--- src/rtl/mem_pkg.sv ---
// Shared definitions for the on-chip mem block and its read-side clients.
package mem_pkg;

  localparam int DEF_DATA_WIDTH = 8;
  localparam int DEF_ADD_WIDTH  = 8;

  typedef enum logic [1:0] {
    IDLE  = 2'd0,
    READ  = 2'd1,
    DRAIN = 2'd2,
    DONE  = 2'd3
  } rd_state_t;

endpackage

--- src/rtl/mem_out_reg.sv ---
// One-entry output register with valid/ready handshake and a last-word flag.
module mem_out_reg #(
  parameter int DATA_WIDTH = 8
) (
  input  logic                  clk,
  input  logic                  rst,
  input  logic                  i_load,
  input  logic [DATA_WIDTH-1:0] i_data,
  input  logic                  i_last,
  input  logic                  i_ready,
  output logic                  o_valid,
  output logic [DATA_WIDTH-1:0] o_data,
  output logic                  o_last
);

  logic                  r_valid;
  logic [DATA_WIDTH-1:0] r_data;
  logic                  r_last;

  // A load always wins over a consume: the new word replaces the one just taken.
  always_ff @(posedge clk) begin
    if (rst) begin
      r_valid <= 1'b0;
      r_data  <= '0;
      r_last  <= 1'b0;
    end else if (i_load) begin
      r_valid <= 1'b1;
      r_data  <= i_data;
      r_last  <= i_last;
    end else if (r_valid && i_ready) begin
      r_valid <= 1'b0;
      r_last  <= 1'b0;
    end
  end

  assign o_valid = r_valid;
  assign o_data  = r_data;
  assign o_last  = r_last;

endmodule

--- src/rtl/mem_burst_reader.sv ---
// Burst read client for mem: issues sequential reads and streams words out
// over valid/ready with a last flag and a done pulse.
module mem_burst_reader
  import mem_pkg::*;
#(
  parameter int DATA_WIDTH = DEF_DATA_WIDTH,
  parameter int ADD_WIDTH  = DEF_ADD_WIDTH,
  parameter int LEN_WIDTH  = DEF_ADD_WIDTH + 1
) (
  input  logic                  clk,
  input  logic                  rst,
  input  logic                  req_valid_in,
  output logic                  req_ready_out,
  input  logic [ADD_WIDTH-1:0]  req_addr_in,
  input  logic [LEN_WIDTH-1:0]  req_len_in,
  output logic                  mem_read_en_out,
  output logic [ADD_WIDTH-1:0]  mem_read_addr_out,
  input  logic [DATA_WIDTH-1:0] mem_read_data_in,
  output logic                  data_valid_out,
  output logic [DATA_WIDTH-1:0] data_out,
  output logic                  data_last_out,
  input  logic                  data_ready_in,
  output logic                  busy_out,
  output logic                  done_out
);

  rd_state_t            r_state;
  rd_state_t            w_state_next;
  logic [ADD_WIDTH-1:0] r_addr_q;
  logic [LEN_WIDTH-1:0] r_rem_q;
  logic                 w_req_fire;
  logic                 w_rd_issue;
  logic                 w_rem_one;
  logic                 w_last_fire;

  assign w_req_fire  = req_valid_in && req_ready_out;
  assign w_rem_one   = (r_rem_q == LEN_WIDTH'(1));
  assign w_last_fire = data_valid_out && data_ready_in && data_last_out;

  always_ff @(posedge clk) begin
    if (rst) begin
      r_state <= IDLE;
    end else begin
      r_state <= w_state_next;
    end
  end

  always_comb begin
    w_state_next = r_state;
    case (r_state)
      IDLE:    if (w_req_fire) w_state_next = (req_len_in != '0) ? READ : DONE;
      READ:    if (w_rd_issue && w_rem_one) w_state_next = DRAIN;
      DRAIN:   if (w_last_fire) w_state_next = DONE;
      DONE:    w_state_next = IDLE;
      default: w_state_next = IDLE;
    endcase
  end

  // A read is issued only when the output register can take its word this edge.
  always_comb begin
    req_ready_out = 1'b0;
    busy_out      = 1'b1;
    done_out      = 1'b0;
    w_rd_issue    = 1'b0;
    case (r_state)
      IDLE: begin
        req_ready_out = 1'b1;
        busy_out      = 1'b0;
      end
      READ:    w_rd_issue = !data_valid_out || data_ready_in;
      DONE:    done_out = 1'b1;
      default: ;
    endcase
  end

  always_ff @(posedge clk) begin
    if (rst) begin
      r_addr_q <= '0;
      r_rem_q  <= '0;
    end else if (w_req_fire) begin
      r_addr_q <= req_addr_in;
      r_rem_q  <= req_len_in;
    end else if (w_rd_issue) begin
      r_addr_q <= r_addr_q + 1'b1;
      r_rem_q  <= r_rem_q - 1'b1;
    end
  end

  assign mem_read_en_out   = w_rd_issue;
  assign mem_read_addr_out = r_addr_q;

  mem_out_reg #(
    .DATA_WIDTH (DATA_WIDTH)
  ) u_out_reg (
    .clk     (clk),
    .rst     (rst),
    .i_load  (w_rd_issue),
    .i_data  (mem_read_data_in),
    .i_last  (w_rem_one),
    .i_ready (data_ready_in),
    .o_valid (data_valid_out),
    .o_data  (data_out),
    .o_last  (data_last_out)
  );

endmodule

--- config.mk ---
export PLATFORM = sky130hd
export DESIGN_NAME = mem_burst_reader
export DESIGN_NICKNAME = d
export VERILOG_FILES = /design/src/rtl/mem_pkg.sv /design/src/rtl/mem_out_reg.sv /design/src/rtl/mem_burst_reader.sv
export SDC_FILE = /design/constraint.sdc
export NUM_CORES = 1
export LEC_CHECK = 0
export CORE_MARGIN = 1
export CORE_UTILIZATION = 41
export DETAILED_ROUTE_END_ITERATION = 6
export PLACE_DENSITY = 0.84
export SLEW_MARGIN = 20
export SYNTH_ARGS = -nofsm -noshare
export SYNTH_HDL_FRONTEND = slang
export SYNTH_HIERARCHICAL = 1
export SYNTH_SLANG_ARGS = --single-unit
--- constraint.sdc ---
create_clock -name clk -period 1.6 [get_ports clk]
set_input_delay 0.16 -clock clk [delete_from_list [all_inputs] [get_ports clk]]
set_output_delay 0.16 -clock clk [all_outputs]
set_load 0.005 [all_outputs]
==> results of run 1 <==
[state kept, by name (all words and copies together) (netlist names)]
| signal | cells |
|---|---|
| u_out_reg/o_data | 8 |
| mem_read_addr_out | 8 |
| r_state | 2 |
| r_rem_q | 9 |
| u_out_reg/o_last | 1 |
| u_out_reg/o_valid | 1 |
[cell usage in the layout, fill, tap and decap left out, types with 4 or more instances in the layout]
cell             instances
a21oi_1                  5
ha_4                     4
nand3_1                  6
clkdlybuf4s50_1         47
clkbuf_8                 6
mux2i_1                  9
dfxtp_1                 24
nor2_1                  29
a211oi_1                11
dfxtp_2                  4
o21ai_0                  4
nand4_1                  6
buf_4                   25
xor2_1                   8
[kinds of logic after synthesis]
family | after synthesis | synth area share (%)
AO/OA/AOI/OAI | 33 | 16.1
XOR/XNOR | 11 | 6.34
adder cells (fa/ha/maj) | 7 | 5.77
buffers and inverters | 17 | 4.78
flip-flops | 29 | 38.2
multiplexers | 9 | 5.93
AND/OR/NAND/NOR | 65 | 22.8
[worst paths after layout]
check	end	slack (ps)	cells past startpoint
setup / recovery	r_state[0]	-100	6
hold / removal	mem_read_addr_out[0]	460	3
setup reg to reg	r_state[0]	-100	6
hold reg to reg	u_out_reg/o_data[0]	500	2
[layout make-up]
cell class / instances / area [um^2]
Fill cell: 251 / 952
Timing Repair Buffer: 77 / 734
Sequential cell: 29 / 589
Clock buffer: 6 / 82.6
Inverter: 7 / 31.3
Multi-Input combinational cell: 125 / 957
Clock inverter: 2 / 37.5
Tap cell: 46 / 57.6
[where the power goes]
group	total [W]	internal [W]	switching (W)
clock	0.000809	0.000506	0.000303
combinational	0.00205	0.00115	0.000896
sequential	0.00118	0.000958	0.000223
total	0.00404	0.00261	0.00142
[per-stage QoR]
| stage | cell area [um^2] | cells |
|---|---|---|
| 2_1_floorplan | 1520 | 171 |
| 3_3_place_gp | 2180 | 274 |
| 3_5_place_dp | 2180 | 274 |
| 4_1_cts | 2360 | 286 |
| 5_1_grt | 2490 | 292 |
| 6_report | 2490 | 292 |
[routing by layer]
metal	global-route usage (%)	share of wire, %	vias up
met3	4.56	4.6	9
li1	-	-	767
met4	10.8	2.6	0
met2	35.5	49	53
met5	0	0	-
met1	24.1	44	721
[worst max-delay path: stages, from the launching register on]
cell and delay, ps:
dfxtp_2 320, inv_2 80, ha_4 120, or4b_4 470
o21ai_2 200, o211ai_1 160, a221oi_2 250
[what timing repair did]
item / in CTS / in global routing
pin swaps: 3 / 10
buffers inserted: 4 / 6
resized for setup: 12 / 19
setup endpoints to repair: 8 / 17
gates cloned: 0 / 1
==> results.py, run 1 <==
metrics = {
    "status": {
        "status": "finished with violations",
        "violations": "negative setup slack",
    },
    "floorplan": {
        "rows": 21,
        "die-area_um2": 3950,
        "die_w_um": 62.9,
        "io_pins": 51,
        "initial_core_util_pct": 44.1,
        "fp.coreArea_um2": 3440,
        "die_h_um": 62.9,
    },
    "pwr": {
        "peakVddDrop_v": 0.000995,
        "fin_total_pwr_w": 0.00404,
        "power_leakage_nw": 0.936,
        "powerDensity_nw_per_um2": 1620,
    },
    "clock_tree": {
        "cts_buffers": 5,
        "worstSkewPairLatency_ps": 290,
        "hold_buffers": 0,
        "htreeDepth": 2,
        "clk_pin_slew_ps": 70,
        "clock_sinks": 29,
        "cts_tree": "built",
        "clk_path_buf_depth": 2,
        "clock_tree.root_cell": "clkbuf_8",
    },
    "global_route": {
        "grt_max_degree": 34,
        "grt_antenna_before_repair": 0,
        "grt_usage_pct": 20.8,
        "grt_pass1_vias": 1478,
        "grt-ovfl-total": 0,
        "grt_pass1_wl_um": 6460,
    },
    "worst_hold_path": {
        "hp-class": "in -> reg",
        "hp-start": "req_addr_in[0]",
    },
    "sta": {
        "report.final.slew_viol_count": 0,
        "fin_hold_ws_ps": 458,
        "finalWorstSetupSlack_ps": -95.9,
        "worst_slew_pin_slew_ps": 284,
        "final-setup-viol-count": 1,
        "max_slew_margin_pct": 80.9,
        "timing.final.crit_share_pct": 106,
        "min_period_ps": 1700,
        "max_freq_mhz": 590,
        "tns_ps": -95.9,
        "hold_viol": 0,
        "clock_skew_ps": 4.32,
        "rsz0062_at_grt": "yes",
    },
    "routing": {
        "routedWlPerCell_um": 14.9,
        "post-route-drc-count": 0,
        "ant_nets": 0,
        "viasPerCell": 5.31,
        "drt_iter0_drc": 74,
        "firstDrtPassIters": 4,
        "drt-total-wl_um": 4360,
        "vias": 1550,
    },
    "cells_and_area": {
        "n_antenna_cell": 0,
        "nets": 281,
        "fin_util_pct": 72.3,
        "drive_gt1_share_pct": 25.2,
        "area_delta_synth_final_pct": 63.9,
    },
    "synth": {
        "synth-seq-area-share_pct": 38.2,
        "ys_ff_latch": 29,
        "ys_top_cells_by_area": "dfxtp_1, nor2_1, mux2i_1",
        "avgSynthCellArea_um2": 8.88,
        "synth_area_leader_cell": "dfxtp_1",
        "synth_edf_count": 0,
        "synthTopCellsByCount": "dfxtp_1, nor2_1, a211oi_1",
        "async_reset_ff_share_pct": 0,
        "synth-main-ff-cell": "dfxtp_1",
        "netlist_area_um2": 1520,
        "yosysUniqueCellTypes": 36,
        "synth_top_area_share_pct": 38.2,
        "syn_nets": 207,
        "synth_cells": 171,
        "yosysWarningCount": 6,
    },
    "placed_design": {
        "place_congestion": 0.757,
        "hpwl_um": 2730,
        "preCtsSetupSlack_ps": -234,
        "portBuffers": 50,
    },
    "critical_path": {
        "crit_path_end_kind": "register",
        "rr_startpoint": "r_rem_q[1]",
        "arrival_ps": 1900,
        "crit_start": "r_rem_q[1]",
        "start_kind": "register",
        "cp.required_ps": 1800,
        "crit_fanout": 2,
        "crit_type": "reg -> reg",
    },
    "job": {
        "drv_cap": 0,
    },
}
No activity file was read; power rests on OpenSTA's default activity.
==> inputs of run 2 (changes only) <==
- TNS_END_PERCENT: not set -> 20
==> run 2 against run 1 <==
Against the previous run:
- the flow still finishes with violations (negative setup slack)
- sequential share of layout area increased by 0.82 points
- sequential power hardly changed
- non-clock buffer count down 6
- cell count is 2.1% lower
- critical path type unchanged
- largest cell class unchanged
==> results.py, run 2 (synthesis gave the netlist of run 1 again) <==
metrics = {
    "cells_and_area": {
        "fill_cells": 276,
        "fin_util_pct": 69.6,
        "drive_gt1_share_pct": 21.3,
        "final_common_cell": "clkdlybuf4s50_1",
        "final_cell_mix": "clkdlybuf4s50_1, nor2_1, dfxtp_1",
        "regMostFlops": "r_rem_q",
        "area_delta_synth_final_pct": 57.7,
        "n_antenna_cell": 0,
        "multi_input_area_um2": 931,
        "register_area_um2": 587,
        "nets": 275,
        "largest_reg_flops": 9,
    },
    "sta": {
        "max_freq_mhz": 618,
        "rsz0062_at_grt": "yes",
        "worst_slew_pin_slew_ps": 266,
        "min_period_ps": 1620,
        "report.final.slew_viol_count": 0,
        "fin_hold_ws_ps": 462,
        "finalWorstSetupSlack_ps": -17.1,
        "timing.final.crit_share_pct": 101,
        "final-setup-viol-count": 1,
        "clock_skew_ps": 5.80,
        "hold_viol": 0,
        "max_slew_margin_pct": 82.1,
    },
    "worst_hold_path": {
        "hp-class": "in -> reg",
        "hp-start": "req_addr_in[0]",
    },
    "routing": {
        "route.met3.wl_um": 136,
        "viasPerCell": 5.15,
        "dr_wl_met2_um": 1900,
        "wl_met1_um": 1770,
        "firstDrtPassIters": 4,
        "drt-total-wl_um": 3900,
        "top_layer_used": "met4",
        "drt_iter0_drc": 74,
        "post-route-drc-count": 0,
        "ant_nets": 0,
        "routedWlPerCell_um": 13.6,
        "vias": 1473,
    },
    "status": {
        "status": "finished with violations",
        "violations": "negative setup slack",
    },
    "pwr": {
        "power_leakage_nw": 0.898,
        "peakVddDrop_v": 0.000946,
        "powerDensity_nw_per_um2": 1580,
        "fin_total_pwr_w": 0.00379,
    },
    "clock_tree": {
        "cts_tree": "built",
        "worstSkewPairLatency_ps": 290,
        "clk_path_buf_depth": 2,
        "htreeDepth": 2,
        "clock_sinks": 29,
        "cts_buffers": 5,
        "clk_pin_slew_ps": 70,
        "clock_tree.root_cell": "clkbuf_8",
    },
    "global_route": {
        "grt_pass1_wl_um": 6380,
        "grt_antenna_before_repair": 0,
        "grt_usage_pct": 20.6,
        "grt-ovfl-total": 0,
        "grt_max_degree": 34,
        "grt_pass1_vias": 1446,
    },
    "placed_design": {
        "portBuffers": 50,
        "place_congestion": 0.757,
        "hpwl_um": 2730,
    },
    "critical_path": {
        "rr_startpoint": "r_rem_q[2]",
        "start_kind": "register",
        "crit_start": "r_rem_q[2]",
        "cp.required_ps": 1800,
        "arrival_ps": 1810,
        "crit_fanout": 4,
        "crit_path_end_kind": "register",
        "crit_type": "reg -> reg",
    },
    "floorplan": {
        "die_w_um": 62.9,
        "rows": 21,
        "die_h_um": 62.9,
        "fp.coreArea_um2": 3440,
        "io_pins": 51,
        "initial_core_util_pct": 44.1,
        "die-area_um2": 3950,
    },
    "job": {
        "drv_cap": 0,
    },
}
[run 2: cell count changes in the layout (fill, tap and decap cells not counted), sizes merged]
cell	delta
buf	-5
clkbuf	-1
[run 2: power breakdown]
group	leakage [nW]	internal (W)	switching [W]
Sequential	0.241	0.000954	0.000218
Clock	0.0574	0.000506	0.000297
Combinational	0.600	0.00102	0.000797
[run 2: layout make-up]
type | count | area share [%]
Clock inverter | 2 | 1.57
Sequential cell | 29 | 24.5
Multi-Input combinational cell | 125 | 38.9
Inverter | 7 | 1.20
Clock buffer | 6 | 3.45
Tap cell | 46 | 2.40
Timing Repair Buffer | 71 | 28.0
[run 2: final timing paths]
check | slack, ps | cells past startpoint | end
min | 460 | 3 | mem_read_addr_out[0]
max | -20 | 4 | r_state[0]
min reg2reg | 500 | 2 | u_out_reg/o_last
max reg2reg | -20 | 4 | r_state[0]
[run 2: metal layers]
metal,global-route usage (%),up-vias
li1,-,756
met5,0,-
met2,34.5,37
met3,4.74,7
met4,11.6,0
met1,23.8,673
[run 2: per-stage QoR]
step           area (um^2)  cells  TNS (ps)  setup slack [ps]
2_1_floorplan         1520    171         0              36.5
3_3_place_gp          2180    274     -1160              -135
3_5_place_dp          2180    274     -2430              -234
4_1_cts               2330    283     -69.7             -67.7
5_1_grt               2400    286     -95.4             -82.1
6_report              2400    286     -17.1             -17.1
[run 2: worst max-delay path, cell delays in order (launching register included)]
cell      delay (ps)
dfxtp_1          380
or4_4            570
o21ai_2          180
o211ai_1         150
a221oi_2         250
[run 2: what timing repair did]
action                     4_1_cts  5_1_grt
pin swaps                        2        5
setup endpoints to repair        8        8
setup buffers                    1        3
hold endpoints to repair         0        0
hold buffers                     0        0
gates resized for setup          9       14
==> inputs of run 3 (changes only) <==
- HOLD_SLACK_MARGIN: not set -> 0.15
- PLACE_DENSITY: 0.84 -> 0.88
- REMOVE_ABC_BUFFERS: not set -> 1
==> run 3 against run 2 <==
Against the previous run:
- sequential power hardly changed
- combinational power hardly changed
- non-clock buffer count rose by 6
- register-to-register slack improved by 30 ps
- total power shrank 4.7%
- cell area down 0.78%
- first-iteration DRC count is 2.7% lower
- sequential cell count unchanged
- clock skew decreased by 2.2 ps
- cell count rose by 1.7%
- critical path depth grew 2
- worst hold slack better by 8.2 ps
- the flow now finishes without violations
==> results.py, run 3 (synthesis gave the netlist of run 1 again) <==
metrics = {
    "routing": {
        "vias": 1516,
        "drt-total-wl_um": 3820,
        "firstDrtPassIters": 4,
        "post-route-drc-count": 0,
        "viasPerCell": 5.21,
        "routedWlPerCell_um": 13.1,
        "ant_nets": 0,
        "drt_iter0_drc": 72,
    },
    "clock_tree": {
        "htreeDepth": 2,
        "clock_tree.root_cell": "clkbuf_8",
        "clk_pin_slew_ps": 60,
        "clk_path_buf_depth": 2,
        "cts_buffers": 5,
        "worstSkewPairLatency_ps": 280,
        "clock_sinks": 29,
        "cts_tree": "built",
        "hold_buffers": 0,
    },
    "pwr": {
        "powerDensity_nw_per_um2": 1520,
        "power_leakage_nw": 0.916,
        "fin_total_pwr_w": 0.00361,
        "peakVddDrop_v": 0.000825,
    },
    "sta": {
        "timing.final.crit_share_pct": 99.1,
        "fin_hold_ws_ps": 470,
        "worst_slew_pin_slew_ps": 384,
        "min_period_ps": 1590,
        "max_freq_mhz": 631,
        "max_slew_margin_pct": 74.2,
        "report.final.slew_viol_count": 0,
        "rsz0062_at_grt": "yes",
        "hold_viol": 0,
        "final-setup-viol-count": 0,
        "clock_skew_ps": 3.56,
    },
    "cells_and_area": {
        "final_cell_mix": "clkdlybuf4s50_1, nor2_1, buf_4",
        "n_antenna_cell": 0,
        "fill_cells": 272,
        "nets": 281,
        "final_common_cell": "clkdlybuf4s50_1",
        "largest_reg_flops": 9,
        "regMostFlops": "r_rem_q",
        "area_delta_synth_final_pct": 56.5,
        "multi_input_area_um2": 920,
        "drive_gt1_share_pct": 20.4,
        "layout.cells.non_filler": 291,
        "fin_util_pct": 69.1,
        "register_area_um2": 584,
        "postLayoutCellArea_um2": 2380,
    },
    "floorplan": {
        "fp.coreArea_um2": 3440,
        "initial_core_util_pct": 44.1,
        "die_w_um": 62.9,
        "rows": 21,
        "die_h_um": 62.9,
        "die-area_um2": 3950,
        "io_pins": 51,
    },
    "critical_path": {
        "crit_type": "reg -> reg",
        "crit_path_end_kind": "register",
        "crit_chain": "inv_2, ha_1, or4b_4, o21ai_4, o211ai_1, a221oi_2",
        "cp_slowest_cell": "or4b_4",
        "crit_fanout": 2,
        "cp.required_ps": 1790,
        "start_kind": "register",
        "max_stage_delay_ps": 480,
        "reg2regPathDepth": 6,
        "arrival_ps": 1770,
    },
    "global_route": {
        "grt_antenna_before_repair": 0,
        "grt_usage_pct": 20.0,
        "grt-ovfl-total": 0,
        "grt_max_degree": 21,
        "grt_pass1_wl_um": 6290,
        "grt_pass1_vias": 1411,
    },
    "worst_hold_path": {
        "hp-class": "in -> reg",
        "holdPathStages": 3,
    },
    "placed_design": {
        "hpwl_um": 2690,
        "place_congestion": 0.807,
        "placed_cells": 280,
        "postPlaceCellArea_um2": 2200,
        "portBuffers": 50,
    },
    "status": {
        "status": "complete, no violations",
    },
    "job": {
        "drv_cap": 0,
    },
}
-- run 3: timing repair --
| action | 4_1_cts | 5_1_grt |
|---|---|---|
| setup buffers | 0 | 4 |
| pin swaps | 2 | 6 |
| gates resized for setup | 12 | 7 |
| gates cloned | 0 | 0 |
| endpoints found under the setup margin | 10 | 5 |
-- run 3: worst paths after layout --
check | start | endpoint | slack (ps)
setup / recovery | r_rem_q[1] | r_state[0] | 10
hold / removal | req_addr_in[3] | mem_read_addr_out[3] | 470
setup reg to reg | r_rem_q[1] | r_state[0] | 10
hold reg to reg | u_out_reg/o_data[5] | u_out_reg/o_data[5] | 500
-- run 3: final cells by class --
class	instances	share of cell area, %
inverter	7	1.11
timing repair buffer	77	29.6
sequential	29	24.6
multi-input combinational	125	38.7
tap	46	2.42
clock buffer	7	3.63
-- run 3: layer usage --
metal	vias to the layer above	share of wire [%]	global-route usage, %
met1	691	44	24.2
met3	7	6.1	5.47
met5	-	0	0
met2	52	49	32.9
met4	0	1.3	8.14
li1	766	-	-
-- run 3: worst max-delay path, delay by kind of cell, from the launching register on --
kind | cells | cell delay [ps]
compound gates | 3 | 520
fa+ha+maj | 1 | 120
buf+inv | 1 | 60
flops | 1 | 320
simple gates | 1 | 480
-- run 3: through the flow --
step	TNS, ps	setup slack, ps
global placement	-1940	-138
CTS	-182	-132
floorplan	-2810	-256
detailed placement	-2530	-189
finish	0	14.2
global route	-133	-68.8
-- run 3: power breakdown --
| group | switching (W) | leakage [nW] | total [W] | internal [W] |
|---|---|---|---|---|
| Combinational | 0.000805 | 0.631 | 0.00185 | 0.00104 |
| Clock | 0.000258 | 0.0443 | 0.000599 | 0.000340 |
| Sequential | 0.000215 | 0.240 | 0.00116 | 0.000950 |
| Total | 0.00128 | 0.916 | 0.00361 | 0.00233 |
